## src/rtl/demux8_dispatch_pkg.sv

```systemverilog
// Shared lane-count, select-width and occupancy definitions for the 1-to-8 dispatcher.
// Also provides a small population-count helper.
package demux8_dispatch_pkg;

    localparam int NUM_LANES = 8;
    localparam int SEL_BITS  = 3;
    localparam int OCC_BITS  = 4;

    function automatic logic [OCC_BITS-1:0] popcount8(input logic [NUM_LANES-1:0] v);
        logic [OCC_BITS-1:0] sum;
        sum = '0;
        for (int i = 0; i < NUM_LANES; i++) begin
            sum = sum + OCC_BITS'(v[i]);
        end
        return sum;
    endfunction

endpackage

```

## src/rtl/demux8_dispatch_lane.sv

```systemverilog
// One-entry holding register for a single dispatch lane.
// A load wins over a pop, so a same-cycle pop and reload keeps the lane full.
module demux_lane #(
    parameter int BUS_BITS = 64
) (
    input  logic                clk,
    input  logic                reset,
    input  logic                i_load,
    input  logic                i_pop,
    input  logic [BUS_BITS-1:0] i_data,
    output logic                o_full,
    output logic [BUS_BITS-1:0] o_data
);

    logic                r_full;
    logic [BUS_BITS-1:0] r_data;

    always_ff @(posedge clk) begin
        if (reset) begin
            r_full <= 1'b0;
            r_data <= '0;
        end else if (i_load) begin
            r_full <= 1'b1;
            r_data <= i_data;
        end else if (i_pop) begin
            r_full <= 1'b0;
        end
    end

    assign o_full = r_full;
    assign o_data = r_data;

endmodule

```

## src/rtl/demux8_dispatch.sv

```systemverilog
// 1-to-8 distributor: steers one valid/ready word into one of eight
// one-entry lanes, each drained by its own consumer handshake.
module demux8_dispatch
    import demux8_dispatch_pkg::*;
#(
    parameter int BUS_BITS = 64
) (
    input  logic                 clk,
    input  logic                 reset,
    input  logic                 in_valid,
    output logic                 in_ready,
    input  logic [BUS_BITS-1:0]  in_data,
    input  logic [SEL_BITS-1:0]  in_sel,
    output logic [BUS_BITS-1:0]  out1,
    output logic [BUS_BITS-1:0]  out2,
    output logic [BUS_BITS-1:0]  out3,
    output logic [BUS_BITS-1:0]  out4,
    output logic [BUS_BITS-1:0]  out5,
    output logic [BUS_BITS-1:0]  out6,
    output logic [BUS_BITS-1:0]  out7,
    output logic [BUS_BITS-1:0]  out8,
    output logic [NUM_LANES-1:0] out_valid,
    input  logic [NUM_LANES-1:0] out_ready,
    output logic [OCC_BITS-1:0]  occupancy,
    output logic                 busy
);

    logic [NUM_LANES-1:0] w_full;
    logic [NUM_LANES-1:0] w_pop;
    logic [NUM_LANES-1:0] w_load;
    logic                 w_accept;
    logic [BUS_BITS-1:0]  w_lane_data [NUM_LANES];
    logic [OCC_BITS-1:0]  r_occ;

    // A lane can take a new word if it is empty or is being drained this cycle.
    assign in_ready = ~w_full[in_sel] | out_ready[in_sel];
    assign w_accept = in_valid & in_ready;
    assign w_pop    = w_full & out_ready;

    always_comb begin
        w_load = '0;
        if (w_accept) begin
            w_load[in_sel] = 1'b1;
        end
    end

    for (genvar k = 0; k < NUM_LANES; k++) begin : g_lane
        demux_lane #(
            .BUS_BITS (BUS_BITS)
        ) u_lane (
            .clk    (clk),
            .reset  (reset),
            .i_load (w_load[k]),
            .i_pop  (w_pop[k]),
            .i_data (in_data),
            .o_full (w_full[k]),
            .o_data (w_lane_data[k])
        );
    end

    // Every accept adds one word (a full lane only accepts while popping), every pop removes one.
    always_ff @(posedge clk) begin
        if (reset) begin
            r_occ <= '0;
        end else begin
            r_occ <= r_occ + {{(OCC_BITS-1){1'b0}}, w_accept} - popcount8(w_pop);
        end
    end

    assign occupancy = r_occ;
    assign out_valid = w_full;
    assign busy      = |w_full;

    assign out1 = w_lane_data[0];
    assign out2 = w_lane_data[1];
    assign out3 = w_lane_data[2];
    assign out4 = w_lane_data[3];
    assign out5 = w_lane_data[4];
    assign out6 = w_lane_data[5];
    assign out7 = w_lane_data[6];
    assign out8 = w_lane_data[7];

endmodule

```

## config.mk

```make
export PLATFORM = sky130hd
export DESIGN_NAME = demux8_dispatch
export DESIGN_NICKNAME = d
export VERILOG_FILES = /design/src/rtl/demux8_dispatch_pkg.sv /design/src/rtl/demux8_dispatch_lane.sv /design/src/rtl/demux8_dispatch.sv
export SDC_FILE = /design/constraint.sdc
export NUM_CORES = 1
export LEC_CHECK = 0
export ABC_AREA = 0
export CAP_MARGIN = 10
export CORE_MARGIN = 2
export CORE_UTILIZATION = 25
export DETAILED_ROUTE_END_ITERATION = 7
export GPL_TIMING_DRIVEN = 0
export SLEW_MARGIN = 20
export SYNTH_ARGS = -nofsm -noshare
export SYNTH_HDL_FRONTEND = slang
export SYNTH_HIERARCHICAL = 1
export SYNTH_SLANG_ARGS = --single-unit
```

## constraint.sdc

```tcl
create_clock -name clk -period 5.5 [get_ports clk]
set_input_delay 1.65 -clock clk [delete_from_list [all_inputs] [get_ports clk]]
set_output_delay 1.65 -clock clk [all_outputs]
set_load 0.01 [all_outputs]
```

==> results.txt <==
- Placed wire-length estimate after detailed placement: 55.5 mm
- Sum of negative setup slack: 0 ps
* Post-synthesis net count: about 1900
- Hold-critical path depth: 2
* Wire length of the first global-routing pass: about 110 mm
- Boundary pin count: 604
* Worst hold slack: roughly 490 ps
- After synthesis the netlist holds a flip-flop and latch count of approximately 520.
- From synthesis to final layout, the design area changed by 47.7%.
- Number of cells traversed by the worst register-to-register path: 14
- During synthesis, Yosys emitted a total of 6 warnings.
- By area, the combinational part of the netlist is dominated by multiplexers.
* Number of antenna violations at the first check in global routing: 0
- Sum of internal, switching and leakage power: ~8.8 mW
- The count of nets left with antenna violations once routing finished came out at 0.
- Setup violations remaining at the end of the flow were counted as 0.
- The H-tree generated during clock tree synthesis spans 2 levels.
- At the end of the flow, the number of nets in the layout was 2515.
- The critical path crosses 7 cells after its start point.
- Max-cap violations in this run came to 0.
* Main flop type after synthesis: sky130_fd_sc_hd__dfxtp_1
- Dividing the detail-routed via count by the number of cells gives roughly 4.3.
- The synthesized netlist devotes less than 1% of its cell area to compound gates.
* Cell breakdown of the critical path: clkdlybuf4s50_1 -> mux4_2 -> mux2i_1 -> o31a_1 -> buf_6 -> inv_2 -> clkdlybuf4s50_1
* Largest net degree at the start of global routing: 21
- The worst setup path is captured at an output pin.
* Total count of hold-check failures in the final report: 0
- Clock Skews: about 13 ps
* Number of global-route vias before repair: 15452
* Pre-antenna DRT Iters: 5
- FMAX: around 0.19 GHz
* Final critical-path required period: 5200 ps
- Pin slew with the least headroom to its limit: roughly 910 ps
- Worst Path Class, Setup: input pin to output pin
* Buffer depth of the longest clock path: 3
- Most area-hungry cell type in the Yosys netlist: sky130_fd_sc_hd__dfxtp_1
* Synth Area in Adders: under 10%
* Sequential share of the synthesized area: 53.9%
- Share of flip-flops with an asynchronous set or reset after synthesis: 0%
- The slowest stage of the critical path is the sky130_fd_sc_hd__mux4_2 cell.
- Static Leakage: 9.97 nW
- Among cell families on the critical path, the largest total delay comes from buffers and inverters.
- In this run the vertical extent of the chip is ~280 µm.
* Synth Cell Area: approximately 19000 µm²
- Summing the areas of all and, or, nand and nor instances in the mapped netlist gives a little over a tenth of the synthesized area.
- CTS root buffer: sky130_fd_sc_hd__clkbuf_16
* Maximum fanout count along the critical path: 10
- Floorplan row count: just over 100
* Required time worst endpoint: roughly 3900 ps
* Setup Buffers After CTS: 0
* Mux cell area share after synthesis: 26.7%
- EDFF count, synth: 0
- Period Utilization, post-route: between 90 and 100%
- Data on the critical path arrives at its endpoint at 3550 ps.
- Die Wd: 283 µm
* Hold_buf cts: 0
* Number of distinct library cells after synthesis: 26
* Largest cells by area after synthesis: sky130_fd_sc_hd__dfxtp_1, sky130_fd_sc_hd__mux2i_1, sky130_fd_sc_hd__nor2_1
- Max transition margin: 39.4%
- Cells with a size suffix above 1 make up between 7 and 8% of the layout.
* Total of cells resized after clock tree synthesis: 0
* Final Max Slew Viols: 0
- Worst VDD drop: 0.000229 V
- DRC violation count after routing: 0
- Sink count of the clock tree: ~520
* Average wire per cell in the routed design: about 22 µm
* DRC violation total after the first TritonRoute iteration: 669
* Routed wire length: 75.7 mm
- Per-instance average area after synthesis: between 10 and 15 µm²
- Critical Path Source Type: input pin
- Gate count of the mapped netlist: roughly 1800
- Path type of the worst min-delay path: flip-flop to flip-flop
- Xor-xnor portion of the synthesized cell area: less than 1%
- Total power per unit cell area: 306 nW/µm²
* Count of input and output buffers: 600
* Clock latency of the later-clocked register in the worst-skew pair: between 600 and 700 ps
- By instance count, the leading cell after synthesis is sky130_fd_sc_hd__dfxtp_1.
- Critical path buffers and inverters: 4
* Core area: 77200 µm²
- In this design, the critical path's most frequently occurring cell is sky130_fd_sc_hd__clkdlybuf4s50_1.
- Delay contributed by the slowest stage of the critical path: around 470 ps
* Total CTS buffers: just under 60
- TritonCTS clock tree: done
* Post-Route Utilization: roughly 37%
- Unrepaired setup endpoints after global routing: false
- In this run the biggest area consumer among cell types represents 53.9% of the synthesized area.
- Commonest cells in the netlist: sky130_fd_sc_hd__dfxtp_1, sky130_fd_sc_hd__mux2i_1, sky130_fd_sc_hd__nor2_1
- Clock-pin slew on the worst setup and hold paths: roughly 50 ps
- Summing over every cut layer, the via total after detailed routing is about 15000.
- Across every metal layer, demand over resource in global routing totals 18.2%.
- Die footprint: 80100 µm²
* GP Congestion: slightly above 0.8
- The run finished with clean final reports.
- Summed over all layers, the global routing overflow is 0.
- For this configuration, the core starts out at a cell density of ~25%.
[cell type report]
type,count,area (µm²)
fillers,7537,48500
inverters,26,97.6
clock inverters,20,244
plain buffers,116,1230
diodes,5,12.5
flip-flops and latches,524,10500
multi-input cells,1097,7640
well taps,1040,1300
repair buffers,600,6010
clock buffers,85,1720
[registers in the layout (all words and copies together), names as in the netlist]
register	count
g_lane.u_lane/o_full	8
g_lane.u_lane/o_data	512
occupancy	4
[metal layers]
| metal | vias to the layer above | GRT usage, % | wire, µm |
|---|---|---|---|
| li1 | 7177 | - | - |
| met1 | 7334 | 21.9 | 31300 |
| met2 | 476 | 31.8 | 37100 |
| met3 | 102 | 5.31 | 5620 |
| met4 | 0 | 4.04 | 1620 |
| met5 | - | 0 | 0 |
[through the flow]
step           instances  setup slack, ps  instance area [µm²]
6_report            3513              302                28700
2_1_floorplan       1763             1160                19500
4_1_cts             3508              303                28700
3_5_place_dp        3403              317                26800
5_1_grt             3508              231                28700
3_3_place_gp        3403              306                26800
[power by group]
group          internal [mW]  total [mW]  switching, mW
clock network           2.35        3.97           1.62
registers               3.89        3.95         0.0592
logic                  0.391       0.855          0.464
total                   6.63        8.78           2.15
[logic make-up after synthesis]
| logic type | Yosys count |
|---|---|
| fa+ha+maj | 13 |
| flops | 524 |
| buf+inv | 142 |
| simple gates | 552 |
| mux | 517 |
| compound gates | 12 |
| xor+xnor | 3 |
[final timing paths]
path / startpoint / endpoint / slack (ps)
min: g_lane[1].u_lane/o_data[8] / g_lane[1].u_lane/o_data[8] / 490
max reg2reg: g_lane[4].u_lane/o_full / occupancy[3] / 2140
min reg2reg: g_lane[1].u_lane/o_data[8] / g_lane[1].u_lane/o_data[8] / 490
max: out_ready[3] / in_ready / 300
[layout by cell type, fill, tap and decap left out, drive strengths merged, types with 5 or more instances in the layout]
master,n
clkdlybuf4s50,600
dfxtp,524
mux2i,515
nor2,513
clkbuf,101
buf,100
inv,30
nand2,12
nand2b,10
a21oi,9
clkinv,8
ha,7
nor3,6
fa,6
diode,5
[worst register-to-register path, stage by stage, from the launching register on]
cell                      delay, ps
sky130_fd_sc_hd__dfxtp_1        450
sky130_fd_sc_hd__nand2_1        140
sky130_fd_sc_hd__fa_1           430
sky130_fd_sc_hd__inv_1           80
sky130_fd_sc_hd__fa_1           410
sky130_fd_sc_hd__inv_1           80
sky130_fd_sc_hd__fa_1           150
sky130_fd_sc_hd__inv_1           60
sky130_fd_sc_hd__fa_1           500
sky130_fd_sc_hd__inv_1           40
sky130_fd_sc_hd__ha_1           280
sky130_fd_sc_hd__ha_1           210
sky130_fd_sc_hd__xnor2_1        170
sky130_fd_sc_hd__xnor2_1        150
sky130_fd_sc_hd__nor2_1          60
Note: power is estimated with default switching activity, not from simulation.
